--- src/rtl/pwm_pkg.sv ---
// Shared types and helpers for the PWM capture path.
package pwm_pkg;

    typedef enum logic [0:0] {
        SEEK    = 1'b0,
        MEASURE = 1'b1
    } state_t;

    localparam int SAMPLES_PER_WORD = 8;

    function automatic logic [3:0] popcount8(input logic [7:0] v);
        logic [3:0] n;
        n = '0;
        for (int i = 0; i < 8; i++) begin
            n = n + 4'(v[i]);
        end
        return n;
    endfunction

endpackage

--- src/rtl/pwm_edge_find.sv ---
// Combinational rising-edge finder for one 8-sample word (bit 0 earliest).
module pwm_edge_find
    import pwm_pkg::*;
(
    input  logic [7:0] sample_d,
    input  logic       prev_bit,
    output logic [2:0] p,
    output logic [3:0] nedge,
    output logic [3:0] pc_lo,
    output logic [3:0] pc_hi
);

    logic [7:0] rise;
    logic [7:0] lo_mask;

    always_comb begin
        rise  = sample_d & ~{sample_d[6:0], prev_bit};
        nedge = popcount8(rise);
        p     = '0;
        for (int i = 7; i >= 0; i--) begin
            if (rise[i]) p = 3'(i);
        end
        // samples strictly before the first edge belong to the closing period
        lo_mask = (8'd1 << p) - 8'd1;
        pc_lo   = popcount8(sample_d & lo_mask);
        pc_hi   = popcount8(sample_d & ~lo_mask);
    end

endmodule

--- src/rtl/pwm_capture.sv ---
// Measures PWM period and high time at sample resolution from 1:8 deserialized words.
//   state   | meaning
//   SEEK    | waiting for a single clean rising edge to arm a measurement
//   MEASURE | accumulating period/high samples since the last rising edge
module pwm_capture
    import pwm_pkg::*;
#(
    parameter int          CNT_W      = 16,
    parameter int unsigned MAX_PERIOD = 'hFFFF
) (
    input  logic             clk,
    input  logic             rstn,
    input  logic             en,
    input  logic [7:0]       sample_d,
    output logic [CNT_W-1:0] period,
    output logic [CNT_W-1:0] high_time,
    output logic             result_valid,
    output logic             timeout,
    output logic             glitch
);

    state_t           state;
    logic             prev_bit;
    logic [CNT_W-1:0] acc;
    logic [CNT_W-1:0] hacc;

    logic [2:0]       p;
    logic [3:0]       nedge;
    logic [3:0]       pc_lo;
    logic [3:0]       pc_hi;
    logic [CNT_W:0]   acc_next;

    pwm_edge_find u_edge_find (
        .sample_d (sample_d),
        .prev_bit (prev_bit),
        .p        (p),
        .nedge    (nedge),
        .pc_lo    (pc_lo),
        .pc_hi    (pc_hi)
    );

    // one bit wider so the timeout compare cannot wrap near the counter limit
    assign acc_next = {1'b0, acc} + (CNT_W+1)'(SAMPLES_PER_WORD);

    always_ff @(posedge clk) begin
        if (!rstn) begin
            state        <= SEEK;
            prev_bit     <= 1'b0;
            acc          <= '0;
            hacc         <= '0;
            period       <= '0;
            high_time    <= '0;
            result_valid <= 1'b0;
            timeout      <= 1'b0;
            glitch       <= 1'b0;
        end else begin
            prev_bit     <= sample_d[7];
            result_valid <= 1'b0;
            timeout      <= 1'b0;
            glitch       <= 1'b0;
            if (!en) begin
                state <= SEEK;
                acc   <= '0;
                hacc  <= '0;
            end else if (nedge > 4'd1) begin
                glitch <= 1'b1;
                state  <= SEEK;
                acc    <= '0;
                hacc   <= '0;
            end else if (state == SEEK) begin
                if (nedge == 4'd1) begin
                    acc   <= CNT_W'(SAMPLES_PER_WORD) - CNT_W'(p);
                    hacc  <= CNT_W'(pc_hi);
                    state <= MEASURE;
                end
            end else if (nedge == 4'd1) begin
                period       <= acc + CNT_W'(p);
                high_time    <= hacc + CNT_W'(pc_lo);
                result_valid <= 1'b1;
                acc          <= CNT_W'(SAMPLES_PER_WORD) - CNT_W'(p);
                hacc         <= CNT_W'(pc_hi);
            end else if (acc_next >= (CNT_W+1)'(MAX_PERIOD)) begin
                timeout <= 1'b1;
                state   <= SEEK;
                acc     <= '0;
                hacc    <= '0;
            end else begin
                acc  <= acc_next[CNT_W-1:0];
                hacc <= hacc + CNT_W'(popcount8(sample_d));
            end
        end
    end

endmodule
--- config.mk ---
export PLATFORM = sky130hd
export DESIGN_NAME = pwm_capture
export DESIGN_NICKNAME = d
export VERILOG_FILES = /design/src/rtl/pwm_pkg.sv /design/src/rtl/pwm_edge_find.sv /design/src/rtl/pwm_capture.sv
export SDC_FILE = /design/constraint.sdc
export NUM_CORES = 1
export LEC_CHECK = 0
export BUFFER_PORTS_ARGS = -buffer_cell sky130_fd_sc_hd__buf_4
export CAP_MARGIN = 10
export CORE_UTILIZATION = 60
export DETAILED_ROUTE_END_ITERATION = 8
export PLACE_DENSITY = 0.8
export SYNTH_ARGS = -nofsm -noshare
export SYNTH_HDL_FRONTEND = slang
export SYNTH_HIERARCHICAL = 1
export SYNTH_SLANG_ARGS = --single-unit
--- constraint.sdc ---
create_clock -name clk -period 18.2 [get_ports clk]
set_clock_uncertainty 0.15 [all_clocks]
set_input_delay 1.82 -clock clk [delete_from_list [all_inputs] [get_ports clk]]
set_output_delay 1.82 -clock clk [all_outputs]
set_load 0.05 [all_outputs]
==> results.md <==
- Crit start category: input pin
- Status: completed
- Crit path max fanout: 8
- GR Overflow Total: 0
- Post-Route WL: approximately 13,000 microns
- Critical path origin: sample_d[4]
- CTS Root Cell: clkbuf_8
- TNS Setup: 0 ns
- Hold Buf Count CTS: 0
- RR Endpoint: high_time[12]
- Top-level I/O count: 46
- Clock Sinks: just under 70
- Crit path top cell by count: fa_1
- CORE AREA: 8175 sq um
- Slew @ Worst Pin: 0.9708 ns
- Residual DRC: 0
- Final Hold Viols: 0
- Routed Antenna Nets: 0
- Synth Area in XOR/XNOR: ~5.9%
- HPWL Detailed: between 9000 and 10,000 microns
- Final period util: 41.09%
- Crit path largest cell delay: 0.57 ns
- Vias per Instance: between 6 and 7
- Cell area after synthesis: about 5000 sq um
- Fmax: approximately 130 MHz
- Drt pass-1 iters: 5
- CTS tree: done
- Site row count: 33
- Share of cells above drive strength 1: 13.51%
- #FFs+latches synth: 69
- Reg2reg setup slack: roughly 12 ns
- Vias in the first global route: 3,916
- Port bufs: 45
- Ant. Diodes: 0
- Post-CTS Setup Inserts: 0
- Layout area overhead: 10.89%
- Avg Cell Area, Syn: between 8 and 9 sq um
- Die footprint: a little under 9000 sq um
- Synthesized instance count: about 600
- GRT Overall Usage: slightly below 30%
- Largest net degree at the start of global routing: 58
- Arrival @ worst endpoint: roughly 7.6 ns
- Worst R2R Path Depth: 22
- Req. time, crit path: between 15 and 20 ns
- Fin crit period: 7.478 ns
- Fillers: roughly 700
- Async SR Flop Fraction: 0%
- Sequential share of the synthesized area: roughly 27%
- Total power: 0.0004196 W
- Yosys cell types: roughly 80
- Crit-path cells: buf_4 -> and2b_2 -> a211oi_1 -> o311a_2 -> nor2_1 -> nand2_1 -> ha_1 -> nand2b_1 -> fa_1 -> fa_1 -> inv_1 -> fa_1 -> ha_1 -> inv_1 -> fa_1 -> inv_1 -> inv_1 -> fa_1 -> nor2b_1 -> o21ai_0 -> a2111oi_0 -> xnor2_1 -> a211oi_1
- Die X: 93.70 microns
- Number of flops mapped to enable cells by yosys: 0
- Vias: between 4,000 and 5,000
- Detailed router's first-iteration violation count: between 300 and 400
- Unrepaired setup endpoints after global routing: no
- Rel. slew slack: a little over a third
- Crit Path Category: input pin to flop
- H-tree levels: 3
- Synth Area in Adders: around 14%
- CP endpoint: high_time[12]
- Nets: just under 700
- Peak supply drop: ~0.042 mV
- Post-synthesis simple-gate area fraction: ~25%
- # Max-Cap Violations: 0
- Min-Delay Path Class: flop to flop
- Routed WL per cell: ~17 microns
- Synth warn: 6
- Maximum clock insertion buffer count: 2
- Ys flop type: dfxtp_1
- Synth Area in Compound Gates: between 10% and 20%
- Mux share of post-synthesis cell area: less than 1%
- Chip height: 93.70 microns
- Fin. max-slew vios: 0
- Initial antenna violation count: 0
- Setup violations, final: 0
- Critical path's slowest cell: a2111oi_0
- Reg2reg start: prev_bit
- Starting Density: slightly above 60%
- Gpl congestion: 0.9068
- Pwr/cell area: between 70 and 80 nW/um^2
- Largest family of logic cells by synthesized area: simple AND/OR/NAND/NOR gates
- Inserted Clock Buffers: 9
- Clock-pin slew on the worst setup and hold paths: 0.08 ns
- Setup crit end kind: flop
- Post-CTS Resized: 0
- First-pass GRT wire length: 19,820 microns
- P_leak: 2.195 nW
- Syn nets: roughly 670
- Clk_lat worst skew: approximately 0.35 ns
cells in the mapped netlist, types with 8 or more instances:
cell      number  area share [%]
a211oi_1      25             3.7
a21oi_1       32             3.2
buf_2         10            0.99
clkbuf_1      13            0.97
dfxtp_1       69              27
fa_1          19             7.5
ha_1          26             6.4
inv_1         57             4.2
nand2_1       45             3.3
nand3_1       21             2.1
nand4_1       11             1.4
nor2_1        52             3.9
nor2b_1       17             2.1
nor3_1        20             2.0
nor4_1        12             1.5
o21ai_0       14             1.4
o31ai_1        8             1.2
xnor2_1       27             4.7
critical path: cells and delay by family:
| family | cells | cell delay (ns) |
|---|---|---|
| compound gates | 5 | 1.77 |
| xor+xnor | 1 | 0.13 |
| fa+ha+maj | 7 | 2.83 |
| buf+inv | 5 | 0.41 |
| simple gates | 5 | 0.64 |
cells by family (layout without fill, tap and decap cells):
logic type / count (synthesis) / count (layout)
DFF: 69 / 69
AOI/OAI and AO/OA: 138 / 138
adders and majority gates: 45 / 45
other: 1 / 1
xor gates and xnor gates: 34 / 34
muxes: 2 / 2
and+or+nand+nor: 233 / 233
buffers and inverters: 93 / 122
layout make-up:
class                   instances  area [sq um]  area share (%)
inverters                      59         221.5           3.959
clock inverters                 7         105.1           1.879
repair buffers                 47         352.8           6.307
well taps                     105         131.4           2.348
multi-input cells             453          3278           58.60
clock buffers                   9         123.9           2.214
flip-flops and latches         69          1381           24.69
stage by stage:
stage / instance area [sq um] / hold WS, ns / setup WS, ns / util [%] / instances
2_1_floorplan: 5045 / 0.3210 / 10.89 / - / 615
3_5_place_dp: 5365 / 0.2950 / 10.34 / 65.63 / 733
4_1_cts: 5594 / 0.3141 / 10.70 / 68.43 / 749
5_1_grt: 5594 / 0.3379 / 10.27 / 68.43 / 749
3_3_place_gp: 5365 / 0.2899 / 10.52 / 65.63 / 733
6_report: 5594 / 0.3059 / 10.72 / 68.43 / 749
report_power, final:
part | internal [W] | switching, W | total (W) | leakage (nW)
Sequential | 0.000154 | 0.00000327 | 0.000157 | 0.556
Combinational | 0.0000413 | 0.0000711 | 0.000112 | 1.53
Clock | 0.0000797 | 0.0000704 | 0.000150 | 0.113
Total | 0.000275 | 0.000145 | 0.000420 | 2.19
layer usage:
| layer | track usage [%] | part of all wire (%) | vias to the layer above |
|---|---|---|---|
| li1 | - | - | 2223 |
| met2 | 45.38 | 45 | 192 |
| met4 | 8.205 | 1.1 | 0 |
| met5 | 0 | 0 | - |
| met1 | 42.74 | 48 | 2171 |
| met3 | 4.612 | 6.3 | 12 |
placed cells by master (no fill, tap or decap), drive strengths merged, types with 17 or more instances in the layout:
cell type  count
buf           47
nor2          52
nor2b         17
nand3         22
a21oi         33
fa            19
o21ai         17
dfxtp         69
nand2         45
nor3          21
a211oi        25
ha            26
xnor2         27
inv           62
sequential cells by signal, summed over array words and instances (netlist names):
register      flops
acc              16
hacc             16
high_time        16
period           16
glitch            1
prev_bit          1
result_valid      1
state             1
timeout           1
worst min path at each step:
stage,depth (start not counted),from,end,slack (ns)
final,2,high_time[4],high_time[4],0.31
after global routing,2,high_time[4],high_time[4],0.34
after CTS,2,high_time[3],high_time[3],0.31
after detailed placement,2,high_time[3],high_time[3],0.30
after global placement,2,high_time[2],high_time[2],0.29
after floorplan,1,acc[0],acc[0],0.32
Power figures use the tool's default switching activity.
